==> src/rtl/fix_checksum_gen.sv <==
// FIX tag-10 CheckSum: mod-256 byte sum converted to three ASCII digits.
// Optional FIX_BODYLEN_EN adds a saturating body-length count on body_len_o.
module fix_checksum_gen #(
  parameter int DATA_WIDTH = 8,
  parameter int LEN_WIDTH  = 16
) (
  input  logic                  clk,
  input  logic                  rst,
  input  logic                  byte_valid_i,
  input  logic [DATA_WIDTH-1:0] byte_i,
  input  logic                  start_i,
  input  logic                  stop_i,
  output logic                  byte_ready_o,
  output logic                  digit_valid_o,
  output logic [7:0]            digit_o,
  output logic                  digit_last_o,
  input  logic                  digit_ready_i,
  output logic [7:0]            sum_o,
`ifdef FIX_BODYLEN_EN
  output logic [LEN_WIDTH-1:0]  body_len_o,
`endif
  output logic                  busy_o
);

  if (DATA_WIDTH != 8) begin : g_bad_width
    $error("fix_checksum_gen: DATA_WIDTH must be 8");
  end
  if (LEN_WIDTH < 1) begin : g_bad_len
    $error("fix_checksum_gen: LEN_WIDTH must be >= 1");
  end

  typedef enum logic [2:0] {
    IDLE, ACC, CONV_H, CONV_T, OUT_H, OUT_T, OUT_U
  } state_t;

  state_t     state_q, state_d;
  logic [7:0] acc_q, acc_d;
  logic [7:0] rem_q, rem_d;
  logic [7:0] sum_q, sum_d;
  logic [1:0] h_q, h_d;
  logic [3:0] t_q, t_d;
  logic [3:0] u_q, u_d;
  logic [7:0] digit_q, digit_d;
  logic       dvalid_q, dvalid_d;
  logic       dlast_q, dlast_d;

  logic       accept;
  logic       take;
  logic [7:0] acc_nxt;

  // Ready is masked by rst so every output reads 0 while reset is held.
  assign byte_ready_o = ~rst & ((state_q == IDLE) | (state_q == ACC));
  assign accept  = byte_valid_i & byte_ready_o;
  assign take    = dvalid_q & digit_ready_i;
  assign acc_nxt = start_i ? byte_i : acc_q + byte_i;

`ifdef FIX_BODYLEN_EN
  logic [LEN_WIDTH-1:0] len_q, len_d;
  logic [LEN_WIDTH-1:0] blen_q, blen_d;
  logic [LEN_WIDTH-1:0] len_nxt;

  always_comb begin
    len_nxt = len_q;
    if (start_i) begin
      len_nxt = {{(LEN_WIDTH-1){1'b0}}, 1'b1};
    end else if (len_q != {LEN_WIDTH{1'b1}}) begin
      len_nxt = len_q + 1'b1;
    end
  end

  always_comb begin
    len_d  = len_q;
    blen_d = blen_q;
    if (accept && (start_i || state_q == ACC)) begin
      len_d = len_nxt;
      if (stop_i) blen_d = len_nxt;
    end
  end

  always_ff @(posedge clk) begin
    if (rst) begin
      len_q  <= '0;
      blen_q <= '0;
    end else begin
      len_q  <= len_d;
      blen_q <= blen_d;
    end
  end

  assign body_len_o = blen_q;
`endif

  always_comb begin
    state_d  = state_q;
    acc_d    = acc_q;
    rem_d    = rem_q;
    sum_d    = sum_q;
    h_d      = h_q;
    t_d      = t_q;
    u_d      = u_q;
    digit_d  = digit_q;
    dvalid_d = dvalid_q;
    dlast_d  = dlast_q;
    unique case (state_q)
      IDLE, ACC: begin
        if (accept && (start_i || state_q == ACC)) begin
          acc_d   = acc_nxt;
          state_d = ACC;
          if (stop_i) begin
            rem_d   = acc_nxt;
            sum_d   = acc_nxt;
            state_d = CONV_H;
          end
        end
      end
      CONV_H: begin
        if (rem_q >= 8'd100) begin
          rem_d = rem_q - 8'd100;
          h_d   = h_q + 2'd1;
        end else begin
          state_d = CONV_T;
        end
      end
      CONV_T: begin
        if (rem_q >= 8'd10) begin
          rem_d = rem_q - 8'd10;
          t_d   = t_q + 4'd1;
        end else begin
          u_d      = rem_q[3:0];
          state_d  = OUT_H;
          digit_d  = 8'h30 + {6'd0, h_q};
          dvalid_d = 1'b1;
        end
      end
      OUT_H: begin
        if (take) begin
          state_d = OUT_T;
          digit_d = 8'h30 + {4'd0, t_q};
        end
      end
      OUT_T: begin
        if (take) begin
          state_d = OUT_U;
          digit_d = 8'h30 + {4'd0, u_q};
          dlast_d = 1'b1;
        end
      end
      OUT_U: begin
        if (take) begin
          state_d  = IDLE;
          h_d      = '0;
          t_d      = '0;
          u_d      = '0;
          digit_d  = '0;
          dvalid_d = 1'b0;
          dlast_d  = 1'b0;
        end
      end
      default: state_d = IDLE;
    endcase
  end

  always_ff @(posedge clk) begin
    if (rst) begin
      state_q  <= IDLE;
      acc_q    <= '0;
      rem_q    <= '0;
      sum_q    <= '0;
      h_q      <= '0;
      t_q      <= '0;
      u_q      <= '0;
      digit_q  <= '0;
      dvalid_q <= 1'b0;
      dlast_q  <= 1'b0;
    end else begin
      state_q  <= state_d;
      acc_q    <= acc_d;
      rem_q    <= rem_d;
      sum_q    <= sum_d;
      h_q      <= h_d;
      t_q      <= t_d;
      u_q      <= u_d;
      digit_q  <= digit_d;
      dvalid_q <= dvalid_d;
      dlast_q  <= dlast_d;
    end
  end

  assign digit_o       = digit_q;
  assign digit_valid_o = dvalid_q;
  assign digit_last_o  = dlast_q;
  assign sum_o         = sum_q;
  assign busy_o        = (state_q != IDLE);

endmodule

==> config.mk <==
export PLATFORM = sky130hd
export DESIGN_NAME = fix_checksum_gen
export DESIGN_NICKNAME = d
export VERILOG_FILES = /design/src/rtl/fix_checksum_gen.sv
export SDC_FILE = /design/constraint.sdc
export NUM_CORES = 1
export LEC_CHECK = 0
export BUFFER_PORTS_ARGS = -buffer_cell sky130_fd_sc_hd__buf_4
export CORE_UTILIZATION = 45
export DETAILED_ROUTE_END_ITERATION = 8
export HOLD_SLACK_MARGIN = 0.02
export PLACE_DENSITY = 0.67
export SETUP_SLACK_MARGIN = 0.2
export SLEW_MARGIN = 15
export SYNTH_ARGS = -nofsm -noshare
export SYNTH_HDL_FRONTEND = slang
export SYNTH_SLANG_ARGS = --single-unit
==> constraint.sdc <==
create_clock -name clk -period 2.2 [get_ports clk]
set_clock_uncertainty 0.15 [all_clocks]
set_input_delay 0 -clock clk [delete_from_list [all_inputs] [get_ports clk]]
set_output_delay 0 -clock clk [all_outputs]
set_load 0.02 [all_outputs]
==> impl_metrics.json <==
{
  "cts_buffer_depth": 2,
  "p_leak_uw": 0.00149,
  "totalWireLength_mm": 7.09,
  "drive_gt1_frac": 0.284,
  "syn_inst": 329,
  "synth-seq-cells": 44,
  "arrival_ns": 2.15,
  "finalSetupViolCount": 0,
  "synth_ff_type": "dfxtp_1",
  "powerDensity_mw_per_mm2": 646,
  "yosysWarningCount": 0,
  "grt_pass1_wl_mm": 11.5,
  "dieArea_mm2": 0.00632,
  "dr_wl_met2_mm": 3.21,
  "avgSynthCellArea_um2": 8.21,
  "area_growth_pct": 29.9,
  "min_path_type": "in2reg",
  "clk_pin_slew_ns": 0.09,
  "synth_edf_count": 0,
  "p_seq_frac": 0.406,
  "cts_max_level": 2,
  "p_int_uw": 1480,
  "synth_top_area_frac": 0.326,
  "coreArea_mm2": 0.00564,
  "first_pass_iters": 4,
  "die_y_um": 79.5,
  "grt_overflow": 0,
  "worstSetupPathType": "reg2reg",
  "via_per_inst": 5.69,
  "final_max_slew_viol_count": 0,
  "async_reset_ff_frac": 0,
  "cts_tree": "built",
  "io_pins": 34,
  "end_kind": "flip-flop",
  "final_nets": 418,
  "crit_fanout": 3,
  "wl_met1_mm": 3.40,
  "via_count": 2634,
  "drc": 0,
  "cap_violations": 0,
  "clk_latency_ns": 0.30,
  "avgRoutedWirePerCell_um": 15.3,
  "antenna_left": 0,
  "antenna_found_initial": 0,
  "power_uw": 2270,
  "grt_pass1_vias": 2348,
  "ir_drop_uv": 283,
  "row_count": 27,
  "setup-tns-final_ns": 0,
  "drtIter0Drc": 145,
  "synth_top_cell_by_area": "dfxtp_1",
  "yosysSeqAreaShare": 0.326,
  "slew-limit-headroom": 0.637,
  "rsz0062_at_grt": "true",
  "grt_max_degree": 29,
  "start_util": 0.479,
  "worst_pin_slew_ns": 0.544,
  "hpwl_mm": 4.90,
  "final_util": 0.622,
  "yosysMostFrequentCell": "dfxtp_1",
  "fin_crit_sh": 0.937,
  "clock_power_share": 0.240,
  "grt.total_usage": 0.232,
  "status": "complete, no violations",
  "clock-root-buffer": "clkbuf_8",
  "hold_viol": 0,
  "yosys-top-cells-area": "dfxtp_1, ha_1, a21oi_1, nor2_1, mux2i_1",
  "fin_crit_ns": 2.06,
  "power_switching_uw": 789,
  "netlist_area_mm2": 0.00270,
  "switching_share": 0.348,
  "gp_congestion": 0.937,
  "numCtsBuffers": 5,
  "ys_top_cells_by_count": "dfxtp_1, nor2_1, a21oi_1, nand2_1, o21ai_0",
  "synth_cell_types": 60,
  "start_kind": "flip-flop",
  "antennaDiodeCount": 0,
  "routed.top_layer": "met4",
  "portBuffers": 31,
  "required_ns": 2.28,
  "die_w_um": 79.5,
  "routed-wl-met3_um": 394,
  "cts_num_sinks": 44,
  "timing.fmax_mhz": 485,
  "combPwrFrac": 0.353
}
per-layer routing:
layer | GRT usage | up-vias
li1 | - | 1315
met2 | 0.357 | 69
met1 | 0.326 | 1241
met4 | 0.0618 | 0
met3 | 0.0480 | 9
met5 | 0 | -
layout by cell type, fill, tap and decap left out, types with 4 or more instances in the layout:
master	count
clkbuf_8	6
a21o_1	6
nand2_1	22
nor3_1	8
dlygate4sd3_1	8
a21oi_1	27
dfxtp_1	39
o21ai_0	14
ha_1	9
o21a_1	4
a31oi_1	4
or3_1	5
mux2i_1	10
o211ai_1	5
a22o_1	4
nand3_1	13
nor2_1	33
o21ai_1	4
buf_4	64
inv_1	12
a211oi_1	6
nand2b_1	4
xnor2_1	4
logic make-up (layout without fill, tap and decap cells):
logic type | after synthesis | count (layout) | synth area share
AOI/OAI and AO/OA | 108 | 108 | 0.269
and+or+nand+nor | 109 | 109 | 0.210
other | 1 | 2 | 0.00139
adders and majority gates | 14 | 14 | 0.0676
xor gates and xnor gates | 6 | 6 | 0.0194
DFF | 44 | 44 | 0.326
buffers and inverters | 36 | 97 | 0.0653
muxes | 11 | 11 | 0.0412
through the flow:
step                      hold slack, ns  instances  worst slack, ns  area [um^2]
after CTS                         0.0209        450            0.138         3290
final                             0.0157        463            0.138         3510
after global placement             0.134        430           0.0493         3050
after floorplan                   -0.112        330            0.228         2710
after detailed placement           0.139        430           0.0575         3050
after global routing              0.0403        463           0.0472         3510
path summary, 6_finish.rpt:
check | cells past startpoint | to | start | slack [ns]
max | 8 | rem_q[6]$_SDFFE_PP0P_ | acc_q[0]$_SDFFE_PP0P_ | 0.14
max reg2reg | 8 | rem_q[6]$_SDFFE_PP0P_ | acc_q[0]$_SDFFE_PP0P_ | 0.14
min | 5 | rem_q[5]$_SDFFE_PP0P_ | byte_i[5] | 0.02
min reg2reg | 2 | digit_o[2]$_SDFFE_PP0P_ | digit_o[2]$_SDFFE_PP0P_ | 0.31
registers in the layout (all words and copies together), names as in the netlist:
name           flops
u_q                4
digit_o            5
digit_valid_o      1
sum_o              8
digit_last_o       1
state_q            3
t_q                4
rem_q              8
acc_q              8
h_q                2
power by group through the flow:
stage | clock (uW) | combinational [uW] | sequential, uW
floorplan | 0 | 509 | 904
global placement | 0 | 648 | 930
detailed placement | 0 | 661 | 932
CTS | 551 | 696 | 918
global route | 581 | 878 | 931
finish | 545 | 802 | 922
repair_timing:
action | CTS | global route
hold buffers | 8 | 0
endpoints found under the setup margin | 23 | 31
hold endpoints to repair | 12 | 0
pin swaps | 10 | 20
gates resized for setup | 13 | 28
setup buffers | 4 | 13
cell type report:
class / instances / area [um^2]
Inverter: 14 / 55.1
Sequential cell: 44 / 892
Fill cell: 470 / 2130
Multi-Input combinational cell: 250 / 1780
Clock inverter: 2 / 10.0
Clock buffer: 6 / 82.6
Tap cell: 72 / 90.1
Timing Repair Buffer: 75 / 603
worst max-delay path, cell delays in order (launching register included):
cell and delay [ns]:
dfxtp_2 0.34, ha_4 0.16, fa_2 0.34, a21o_1 0.16, a21o_1 0.20, a211o_1 0.30, o211ai_1 0.11, nand2_1 0.11
a31oi_1 0.13
No activity file was read; power rests on OpenSTA's default activity.
